$ cat src/rtl/lemming_world.sv
// Terrain model for the Lemmings walker: tracks the lemming on a
// grid with holes and diggable floors and feeds back bump/ground.
module lemming_world #(
    parameter int             W            = 16,
    parameter int             DEPTH        = 4,
    parameter int             START_X      = 5,
    parameter logic [W-1:0]   HOLE_MASK    = 16'h0100,
    parameter int             DIG_CYCLES   = 4,
    parameter int             SPLAT_LEVELS = 2,
    parameter int             EXIT_X       = 12
) (
    input  logic                     clk,
    input  logic                     resetn,
    input  logic                     walk_left,
    input  logic                     walk_right,
    input  logic                     aaah,
    input  logic                     digging,
    output logic                     bump_left,
    output logic                     bump_right,
    output logic                     ground,
    output logic [$clog2(W)-1:0]     pos_x,
    output logic [$clog2(DEPTH)-1:0] pos_y,
    output logic                     splat,
    output logic                     exited,
    output logic                     proto_err
);

    localparam int XW = $clog2(W);
    localparam int YW = $clog2(DEPTH);
    localparam int FW = $clog2(DEPTH + 1);
    localparam int DW = $clog2(DIG_CYCLES + 1);

    localparam logic [XW-1:0] X_START = XW'(START_X);
    localparam logic [XW-1:0] X_MAX   = XW'(W - 1);
    localparam logic [XW-1:0] X_EXIT  = XW'(EXIT_X);
    localparam logic [YW-1:0] Y_BOT   = YW'(DEPTH - 1);
    localparam logic [FW-1:0] F_MAX   = FW'(DEPTH);
    localparam logic [FW-1:0] F_SPLAT = FW'(SPLAT_LEVELS);
    localparam logic [DW-1:0] D_LAST  = DW'(DIG_CYCLES - 1);

    logic [XW-1:0]               r_pos_x;
    logic [YW-1:0]               r_pos_y;
    logic [DEPTH-1:0][W-1:0]     r_dug;
    logic [DW-1:0]               r_dig_cnt;
    logic [FW-1:0]               r_fall_cnt;
    logic                        r_splat;
    logic                        r_exited;
    logic                        r_proto_err;

    logic                        w_ground;
    logic                        w_one;
    logic                        w_multi;
    logic                        w_frozen;
    logic                        w_at_exit;

    // Floor under the registered position; the bottom level is solid.
    always_comb begin
        w_ground = 1'b1;
        if (r_pos_y == Y_BOT) begin
            w_ground = 1'b1;
        end else if (r_pos_y == '0) begin
            w_ground = !HOLE_MASK[r_pos_x] && !r_dug[0][r_pos_x];
        end else begin
            w_ground = !r_dug[r_pos_y][r_pos_x];
        end
    end

    assign w_one    = $onehot({walk_left, walk_right, aaah, digging});
    assign w_multi  = !$onehot0({walk_left, walk_right, aaah, digging});
    assign w_frozen = r_splat || r_exited;
    // Standing on the exit (not mid-landing) ends the walk in place.
    assign w_at_exit = (r_pos_x == X_EXIT) && (r_pos_y == Y_BOT)
                       && w_ground && !aaah;

    // Position, dig map, counters and sticky flags.
    always_ff @(posedge clk) begin
        if (!resetn) begin
            r_pos_x     <= X_START;
            r_pos_y     <= '0;
            r_dug       <= '0;
            r_dig_cnt   <= '0;
            r_fall_cnt  <= '0;
            r_splat     <= 1'b0;
            r_exited    <= 1'b0;
            r_proto_err <= 1'b0;
        end else if (!w_frozen) begin
            if (w_at_exit) begin
                r_exited <= 1'b1;
            end else begin
                if (w_multi) begin
                    r_proto_err <= 1'b1;
                end
                if (!w_one) begin
                    r_dig_cnt <= '0;
                end else if (walk_left) begin
                    r_dig_cnt <= '0;
                    if (w_ground && r_pos_x != '0) begin
                        r_pos_x <= r_pos_x - 1'b1;
                    end
                end else if (walk_right) begin
                    r_dig_cnt <= '0;
                    if (w_ground && r_pos_x != X_MAX) begin
                        r_pos_x <= r_pos_x + 1'b1;
                    end
                end else if (aaah) begin
                    r_dig_cnt <= '0;
                    if (!w_ground) begin
                        r_pos_y <= r_pos_y + 1'b1;
                        if (r_fall_cnt != F_MAX) begin
                            r_fall_cnt <= r_fall_cnt + 1'b1;
                        end
                    end else begin
                        if (r_fall_cnt > F_SPLAT) begin
                            r_splat <= 1'b1;
                        end
                        r_fall_cnt <= '0;
                    end
                end else begin
                    if (w_ground && r_pos_y != Y_BOT) begin
                        if (r_dig_cnt == D_LAST) begin
                            r_dug[r_pos_y][r_pos_x] <= 1'b1;
                            r_dig_cnt <= '0;
                        end else begin
                            r_dig_cnt <= r_dig_cnt + 1'b1;
                        end
                    end else begin
                        r_dig_cnt <= '0;
                    end
                end
            end
        end
    end

    assign bump_left  = (r_pos_x == '0);
    assign bump_right = (r_pos_x == X_MAX);
    assign ground     = w_ground;
    assign pos_x      = r_pos_x;
    assign pos_y      = r_pos_y;
    assign splat      = r_splat;
    assign exited     = r_exited;
    assign proto_err  = r_proto_err;

endmodule

$ cat config.mk
export PLATFORM = sky130hd
export DESIGN_NAME = lemming_world
export DESIGN_NICKNAME = d
export VERILOG_FILES = /design/src/rtl/lemming_world.sv
export SDC_FILE = /design/constraint.sdc
export NUM_CORES = 1
export LEC_CHECK = 0
export ABC_AREA = 1
export ABC_CLOCK_PERIOD_IN_PS = 5000
export BUFFER_PORTS_ARGS = -buffer_cell sky130_fd_sc_hd__buf_2
export CAP_MARGIN = 5
export CORE_ASPECT_RATIO = 1.75
export CORE_MARGIN = 5
export CORE_UTILIZATION = 66
export CTS_CLUSTER_SIZE = 8
export DETAILED_ROUTE_END_ITERATION = 12
export PLACE_DENSITY = 0.95
export SETUP_SLACK_MARGIN = 0.05
export SLEW_MARGIN = 0
export SYNTH_ARGS = -nofsm -noshare
export SYNTH_HDL_FRONTEND = slang
export SYNTH_SLANG_ARGS = --single-unit
$ cat constraint.sdc
create_clock -name clk -period 5 [get_ports clk]
set_input_delay 1.25 -clock clk [delete_from_list [all_inputs] [get_ports clk]]
set_output_delay 1.25 -clock clk [all_outputs]
set_load 0.03 [all_outputs]
==> results.cfg, run 1 <==
[clocking]
ctsResizeCount = 0
cts_hold_buf = 0
clock_latency_ns = 0.37
htreeDepth = 3
cts_tree = built
clkTransAtPathRegs_ns = 0.08
cts_root_buf = clkbuf_8
clk_path_buf_depth = 2
clock_sinks = 80
post-cts-setup-buffers = 0
cts_buffers = 9

[global_route]
grt_use_total_pct = 27.5
gr-total-overflow = 0
antenna_found_initial = 0
grt_pass1_wl_um = 17800
grt_pass1_vias = 4032
grt_max_degree = 55

[route]
dr.pass1.iters = 6
postRouteAntennaNets = 0
routedWlPerCell_um = 14.4
vias_per_cell = 5.75
vias = 4172
drc_errors = 0
first_iter_violations = 337
drt-total-wl_um = 10500

[floorplanning]
io_pins = 18
dieArea_um2 = 8080
die_w_um = 70.1
die_y_um = 115
rows = 38
initial_core_util_pct = 67.6
core_um2 = 6180

[placement]
placed_area_um2 = 4250
dp.final_hpwl_um = 7170
io_buffers = 17
gp_congestion = 0.931

[yosys]
synth_edf_count = 0
synth_area_um2 = 4180
synth_nets = 658
synth_sequential_area_ratio_pct = 38.3
ys_ff_latch = 80
synthFlopType = dfxtp_1
ys_warn_count = 0
synth_cell_type_count = 29
syn_area_per_cell_um2 = 6.57
synthArstFlopShare_pct = 0
synthCells = 636

[final_layout]
fillers = 465
final_net_count = 664
drive_gt1_share_pct = 7.12
regArea_um2 = 1600
synthToLayoutAreaGrowth_pct = 5.30
n_antenna_cell = 0
final_cell_area_um2 = 4400
final_util_pct = 71.2
multi_input_area_um2 = 2000

[worst_setup_path]
path_cells = inv_1, ha_1, inv_1, nor2_1, nand4_1, nand3_2, buf_2
critPathMaxStageDelay_ns = 0.45
r2r_start = pos_y[0]
crit_path_frequent_cell = inv_1
crit_type = flop to output pin
slowest_stage = ha_1
crit_required_ns = 3.75
startpoint = pos_y[0]
cp-end-kind = output pin
start_kind = flop
arrival_ns = 2.61
cp_max_fo = 15

[sta]
finClkSkew_ns = 0.00525
timing.hold.ws_ns = 0.428
finalSetupViolCount = 0
maxSlewHeadroom_pct = 35.1
period_share_pct = 77.2
max_freq_mhz = 259
fin_setup_tns_ns = 0
finalWorstPathRequiredPeriod_ns = 3.86
max_slew.worst_pin.slew_ns = 0.972
rsz0062_at_grt = no
hold_viol = 0
finalMaxSlewViolations = 0

[power_and_ir_drop]
p_leak_nw = 2.04
power_density_nw_per_um2 = 272
ir_drop_mv = 0.274

[hold_path]
hp-start = r_dug[53]
min_path_type = flop to flop

[status]
status = complete, no violations

[flow_run]
maxCapViolCount = 0
final timing paths:
path                    end  slack [ns]  depth (start not counted)
setup reg to reg  r_dug[32]        2.05                         11
hold / removal    r_dug[53]        0.43                          2
setup / recovery     ground        1.14                          7
hold reg to reg   r_dug[53]        0.43                          2
synth_stat cells, types with 3 or more instances:
master | n | area share (%)
o22ai_1 | 6 | 0.90
buf_6 | 5 | 1.3
xor2_1 | 4 | 0.84
o21ai_0 | 13 | 1.6
buf_4 | 3 | 0.54
o211ai_1 | 7 | 1.3
nand2_1 | 176 | 16
nand4_1 | 4 | 0.60
nand3_1 | 45 | 5.4
buf_2 | 8 | 0.96
clkbuf_1 | 11 | 0.99
nor2_1 | 69 | 6.2
ha_1 | 14 | 4.2
inv_2 | 5 | 0.45
dfxtp_1 | 80 | 38
a21oi_1 | 61 | 7.3
inv_1 | 108 | 9.7
cells by family after synthesis:
logic type / Yosys count / synth area share, %
flip-flops: 80 / 38.3
AND/OR/NAND/NOR: 303 / 29.5
XOR/XNOR: 4 / 0.838
buffers and inverters: 140 / 14.0
AO/OA/AOI/OAI: 93 / 12.2
adder cells (fa/ha/maj): 16 / 5.15
critical path, delay by kind of cell, from the launching register on:
kind	cells	cell delay, ns
adder cells (fa/ha/maj)	1	0.45
buffers and inverters	3	0.94
flip-flops	1	0.32
AND/OR/NAND/NOR	3	0.53
layout make-up:
class | instances | share of cell area (%)
Multi-Input combinational cell | 416 | 45.4
Clock buffer | 10 | 2.90
Clock inverter | 5 | 0.569
Tap cell | 80 | 2.28
Timing Repair Buffer | 22 | 2.79
Sequential cell | 80 | 36.4
Inverter | 113 | 9.64
stage by stage:
step           cells  power, W  setup slack [ns]
6_report         726   0.00120              1.14
5_1_grt          726   0.00124             0.967
4_1_cts          726   0.00119              1.19
3_5_place_dp     711  0.000805             0.870
3_3_place_gp     711  0.000798              1.06
2_1_floorplan    636  0.000764              1.41
cell usage in the layout, fill, tap and decap left out:
cell type  netlist  final
nand2_1        176    176
inv_1          108    108
dfxtp_1         80     80
nor2_1          69     69
a21oi_1         61     61
nand3_1         45     45
buf_2            8     17
ha_1            14     14
o21ai_0         13     13
clkbuf_8         0      9
o211ai_1         7      7
o22ai_1          6      6
inv_2            5      5
clkinv_2         0      5
buf_4            3      5
nand4_1          4      4
xor2_1           4      4
o21ai_1          2      2
nor3_1           2      2
nor4_1           2      2
nor2_2           2      2
fa_1             2      2
o2111ai_1        1      1
o21bai_1         1      1
nand3_2          1      1
nor3_4           0      1
a2111oi_2        1      1
o21a_1           1      1
nand3b_1         1      1
clkbuf_1        11      1
state kept, by name (all words and copies together) (netlist names), named ones only:
name / count
r_dug: 64
splat: 1
pos_x: 4
r_dig_cnt: 3
exited: 1
pos_y: 2
r_fall_cnt: 3
proto_err: 1
power by group:
| group | internal [W] | total (W) | switching, W |
|---|---|---|---|
| registers | 0.000643 | 0.000655 | 0.0000127 |
| logic | 0.0000353 | 0.000140 | 0.000104 |
| clock network | 0.000173 | 0.000401 | 0.000228 |
| total | 0.000851 | 0.00120 | 0.000345 |
layer usage:
layer / up-vias / wire, µm / global-route usage, %
li1: 1976 / - / -
met1: 1867 / 3670 / 27.3
met2: 242 / 5230 / 48.0
met3: 87 / 744 / 6.30
met4: 0 / 837 / 23.5
met5: - / 0 / 0
(Power assumes the default switching activity.)
==> run 2: changes to the inputs <==
--- a/config.mk
+++ b/config.mk
@@ -6,15 +6,15 @@
 export NUM_CORES = 1
 export LEC_CHECK = 0
 export ABC_AREA = 1
-export ABC_CLOCK_PERIOD_IN_PS = 5000
+export ABC_CLOCK_PERIOD_IN_PS = 3900
 export BUFFER_PORTS_ARGS = -buffer_cell sky130_fd_sc_hd__buf_2
 export CAP_MARGIN = 5
 export CORE_ASPECT_RATIO = 1.75
 export CORE_MARGIN = 5
-export CORE_UTILIZATION = 66
+export CORE_UTILIZATION = 61
 export CTS_CLUSTER_SIZE = 8
 export DETAILED_ROUTE_END_ITERATION = 12
-export PLACE_DENSITY = 0.95
+export PLACE_DENSITY = 0.89
 export SETUP_SLACK_MARGIN = 0.05
 export SLEW_MARGIN = 0
 export SYNTH_ARGS = -nofsm -noshare
==> constraint.sdc (replaced) <==
create_clock -name clk -period 3.9 [get_ports clk]
set_input_delay 0.975 -clock clk [delete_from_list [all_inputs] [get_ports clk]]
set_output_delay 0.975 -clock clk [all_outputs]
set_load 0.03 [all_outputs]
==> run 2 against run 1 <==
Setup slack lost 0.77 ns. Via count is 1.8% lower. Core utilization fell by 3.5 points. Clock skew down 0.00068 ns. Clock power is 110% higher. Register-to-register slack got worse by 1.0 ns. Power is 57% higher. Hold slack lost 0.0024 ns. Design area rose by 3.9%. Final cell count is 0.83% higher. Global-route usage shrank 0.11 points. Critical path type unchanged.
==> results.cfg, run 2 (same netlist as run 1, synthesis figures left out) <==
[sta]
finalWorstPathRequiredPeriod_ns = 3.53
hold_viol = 0
finClkSkew_ns = 0.00456
timing.hold.ws_ns = 0.425
finalSetupViolCount = 0
max_slew.worst_pin.slew_ns = 0.982
period_share_pct = 90.5
fin_setup_tns_ns = 0
rsz0062_at_grt = no
finalMaxSlewViolations = 0
maxSlewHeadroom_pct = 34.5
max_freq_mhz = 283

[route]
vias = 4098
dr.pass1.iters = 5
drc_errors = 0
routedWlPerCell_um = 15.0
first_iter_violations = 334
drt-total-wl_um = 11000
vias_per_cell = 5.60
postRouteAntennaNets = 0

[floorplanning]
initial_core_util_pct = 61.8
dieArea_um2 = 8670
die_w_um = 72.6
die_y_um = 119
core_um2 = 6760
io_pins = 18
rows = 40

[power_and_ir_drop]
p_sw_w = 0.000477
pwr-share-seq_pct = 44.8
power.share.switching_pct = 25.4
power_density_nw_per_um2 = 411
p_leak_nw = 2.11
ir_drop_mv = 0.343
fin_total_pwr_w = 0.00188
combinationalPowerShare_pct = 9.7
p_int_w = 0.00140
power_frac_clock_pct = 45.5

[worst_setup_path]
cp-end-kind = output pin
critPathMaxStageDelay_ns = 0.46
slowest_stage = ha_1
path_cells = inv_2, ha_1, inv_1, nor2_1, nand4_1, nand3_2, buf_2
crit_type = flop to output pin
cp_max_fo = 18
arrival_ns = 2.55
start_kind = flop
r2r_setup_slack_ns = 1.00
crit_required_ns = 2.92

[clocking]
cts_buffers = 9
post-cts-setup-buffers = 0
ctsResizeCount = 0
clkTransAtPathRegs_ns = 0.06
clk_path_buf_depth = 2
clock_latency_ns = 0.34
cts_root_buf = clkbuf_16
clock_sinks = 80
cts_tree = built
cts_hold_buf = 0
htreeDepth = 3

[global_route]
grt_pass1_vias = 4077
grt_pass1_wl_um = 18500
antenna_found_initial = 0
grt_max_degree = 55
grt_use_total_pct = 27.4
gr-total-overflow = 0

[hold_path]
min_path_type = flop to flop

[placement]
io_buffers = 17
gp_congestion = 0.990
dp.final_hpwl_um = 7470

[final_layout]
synthToLayoutAreaGrowth_pct = 9.43
top_register = r_dug
final_cell_mix = nand2_1 (176), inv_1 (108), dfxtp_1 (80)
final_common_cell = nand2_1
largest_register_ffs = 64
drive_gt1_share_pct = 7.25
final_net_count = 665
n_antenna_cell = 0

[status]
status = complete, no violations

[flow_run]
maxCapViolCount = 0
run 2: cell count changes in the layout (fill, tap and decap cells not counted), sizes merged:
cell	before	now
buf	22	23
clkinv	5	2
clkbuf	10	13
bufinv	0	1
run 2: metal layers:
layer,routed length (µm),GRT usage (%)
met1,3790,28.6
met5,0,0
met2,5800,46.9
met4,716,20.0
met3,682,5.49
run 2: worst paths after layout:
check,from,endpoint,cells after the start
worst max register to register,pos_y[1],r_dug[8],11
worst max-delay path,pos_y[1],ground,7
worst min register to register,r_dug[55],r_dug[55],2
worst min-delay path,r_dug[55],r_dug[55],2
run 2: power groups by stage:
| stage | sequential [W] | clock (W) | combinational (W) |
|---|---|---|---|
| 6_report | 0.000841 | 0.000855 | 0.000182 |
| 5_1_grt | 0.000842 | 0.000901 | 0.000204 |
| 4_1_cts | 0.000840 | 0.000857 | 0.000180 |
| 3_5_place_dp | 0.000858 | 0 | 0.000178 |
| 3_3_place_gp | 0.000858 | 0 | 0.000172 |
| 2_1_floorplan | 0.000866 | 0 | 0.000114 |
run 2: worst max-delay path: cells and delay by family (launching register included):
kind | cells | cell delay, ns
adders and majority gates | 1 | 0.46
buffers and inverters | 3 | 0.84
DFF | 1 | 0.32
and+or+nand+nor | 3 | 0.59
run 2: area by class of cell:
cell class                      count  area [µm²]
Fill cell                         566        2180
Multi-Input combinational cell    416        2000
Sequential cell                    80        1600
Inverter                          113         424
Clock buffer                       13         260
Timing Repair Buffer               23         143
Tap cell                           84         105
Clock inverter                      3        40.0
run 2: stage by stage:
stage               util, %  std cells  worst slack (ns)  instance area [µm²]
finish                 67.7        732             0.371                 4570
global route           67.7        732             0.228                 4570
detailed placement     63.2        716             0.206                 4270
CTS                    67.7        732             0.439                 4570
global placement       63.2        716             0.309                 4270
floorplan                 -        636             0.584                 4180
==> run 3: changes to the inputs <==
--- a/config.mk
+++ b/config.mk
@@ -6,15 +6,14 @@
 export NUM_CORES = 1
 export LEC_CHECK = 0
 export ABC_AREA = 1
-export ABC_CLOCK_PERIOD_IN_PS = 3900
+export ABC_CLOCK_PERIOD_IN_PS = 2900
 export BUFFER_PORTS_ARGS = -buffer_cell sky130_fd_sc_hd__buf_2
 export CAP_MARGIN = 5
-export CORE_ASPECT_RATIO = 1.75
 export CORE_MARGIN = 5
-export CORE_UTILIZATION = 61
+export CORE_UTILIZATION = 55
 export CTS_CLUSTER_SIZE = 8
 export DETAILED_ROUTE_END_ITERATION = 12
-export PLACE_DENSITY = 0.89
+export PLACE_DENSITY = 0.85
 export SETUP_SLACK_MARGIN = 0.05
 export SLEW_MARGIN = 0
 export SYNTH_ARGS = -nofsm -noshare
==> constraint.sdc (replaced) <==
create_clock -name clk -period 2.9 [get_ports clk]
set_input_delay 0.725 -clock clk [delete_from_list [all_inputs] [get_ports clk]]
set_output_delay 0.725 -clock clk [all_outputs]
set_load 0.03 [all_outputs]
==> run 3 against run 2 <==
Core utilization fell by 4.3 points. Final cell count is 3.6% higher. Sequential cell count stayed put. Sequential power rose by 34%. Via count decreased by 2.3%. Setup slack got worse by 0.24 ns. Register-to-register slack worse by 0.47 ns. Design area is 1.5% higher. Combinational power rose by 45%. Non-clock buffer count is 11 higher. Die area grew 8.9%. Clock power decreased by 3.3%.
==> results.cfg, run 3 (same netlist as run 1, synthesis figures left out) <==
[clocking]
clock_latency_ns = 0.35
clock_sinks = 80
cts_buffers = 9
cts_tree = built
htreeDepth = 3
clk_path_buf_depth = 2
clkTransAtPathRegs_ns = 0.07
cts_root_buf = clkbuf_8

[route]
met3_length_um = 649
dr.pass1.iters = 5
first_iter_violations = 327
vias_per_cell = 5.28
vias = 4004
highest-signal-layer = met4
drc_errors = 0
routedWlPerCell_um = 13.1
m1WireLength_um = 4290
postRouteAntennaNets = 0
wl_met2_um = 4790
drt-total-wl_um = 9940

[placement]
dp.final_hpwl_um = 6660
io_buffers = 17
gp_congestion = 0.910
placed_area_um2 = 4380
place_inst = 740

[global_route]
grt_max_degree = 55
grt_use_total_pct = 21.1
grt_pass1_vias = 3752
antenna_found_initial = 0
grt_pass1_wl_um = 16700
gr-total-overflow = 0

[worst_setup_path]
r2r_setup_slack_ns = 0.53
cp-end-kind = output pin
start_kind = flop
r2r_start = pos_x[1]
startpoint = pos_x[1]
crit_required_ns = 2.17
arrival_ns = 2.05
cp_max_fo = 8
crit_type = flop to output pin
reg2reg_depth = 15

[final_layout]
n_antenna_cell = 0
final_util_pct = 63.3
final_net_count = 676
layoutNonFillerInstCount = 758
final_common_cell = nand2_1
synthToLayoutAreaGrowth_pct = 11.1
drive_gt1_share_pct = 9.86
largest_register_ffs = 64
final_cell_area_um2 = 4640
fillers = 639
top_register = r_dug
final_cell_mix = nand2_1 (176), inv_1 (107), dfxtp_1 (77)

[sta]
max_slew.worst_pin.slew_ns = 0.940
hold_viol = 0
maxSlewHeadroom_pct = 37.4
finClkSkew_ns = 0.00688
fin_setup_tns_ns = 0
finalWorstPathRequiredPeriod_ns = 2.77
period_share_pct = 95.5
max_freq_mhz = 361
rsz0062_at_grt = yes
finalMaxSlewViolations = 0
finalSetupViolCount = 0

[status]
status = complete, no violations

[power_and_ir_drop]
p_sw_w = 0.000590
ir_drop_mv = 0.401
p_int_w = 0.00163
power_density_nw_per_um2 = 478
power_frac_clock_pct = 37.3
pwr-share-seq_pct = 50.9
combinationalPowerShare_pct = 11.8
fin_total_pwr_w = 0.00222
p_leak_nw = 2.12
power.share.switching_pct = 26.6

[hold_path]
hold_path_depth = 2
min_path_type = flop to flop
hp-start = r_dug[48]

[floorplanning]
io_pins = 18
initial_core_util_pct = 57.0
rows = 31
core_um2 = 7330
dieArea_um2 = 9440
die_w_um = 97.2
die_y_um = 97.2

[flow_run]
maxCapViolCount = 0
## run 3: cell types whose count changed in the layout (fill, tap and decap cells not counted), moves of 3 or more
cell       delta
clkbuf_16     -9
clkbuf_8      +9
dfxtp_2       +3
buf_4         +8
dfxtp_1       -3
## run 3: power by group through the flow
stage                     logic (W)  clock network (W)  registers, W
after floorplan            0.000156                  0       0.00116
after global placement     0.000242                  0       0.00115
after detailed placement   0.000251                  0       0.00115
after CTS                  0.000253           0.000842       0.00113
after global routing       0.000290           0.000898       0.00113
final                      0.000263           0.000827       0.00113
## run 3: final cells by class
| type | count | area [µm²] | share of cell area, % |
|---|---|---|---|
| well taps | 99 | 124 | 2.67 |
| clock inverters | 3 | 40.0 | 0.863 |
| clock buffers | 13 | 159 | 3.42 |
| multi-input cells | 416 | 2030 | 43.8 |
| repair buffers | 34 | 251 | 5.42 |
| inverters | 113 | 428 | 9.22 |
| flip-flops and latches | 80 | 1610 | 34.6 |
## run 3: what timing repair did
| item | CTS | global route |
|---|---|---|
| pin swaps | 0 | 0 |
| hold buffers | 0 | 0 |
| setup endpoints to repair | 1 | 2 |
| buffers inserted | 0 | 2 |
| gates cloned | 0 | 0 |
| gates resized for setup | 3 | 12 |
## run 3: per-layer routing
metal  vias up  global-route usage (%)
met4         0                    8.10
met5         -                       0
met3        23                    5.17
li1       1994                       -
met1      1839                    26.9
met2       148                    34.5
## run 3: per-stage QoR
stage	hold WS (ns)	worst slack [ns]
CTS	0.430	0.0546
floorplan	0.404	0.110
detailed placement	0.420	-0.195
global placement	0.414	-0.0666
global route	0.455	-0.0177
finish	0.427	0.129
## run 3: path summary, 6_finish.rpt
kind,to
worst max register to register,r_dug[15]
worst min-delay path,r_dug[48]
worst max-delay path,ground
worst min register to register,r_dug[48]
## run 3: critical path, cell delays in order, from the launching register on
cell and delay, ns:
dfxtp_2 0.41, inv_1 0.12, nand2_1 0.21, inv_2 0.13, nand2_1 0.09, nand2_1 0.04
nor2_1 0.10, nor2_1 0.06, nor2_1 0.13, nand3_2 0.13, nand3_2 0.09, clkbuf_4 0.19
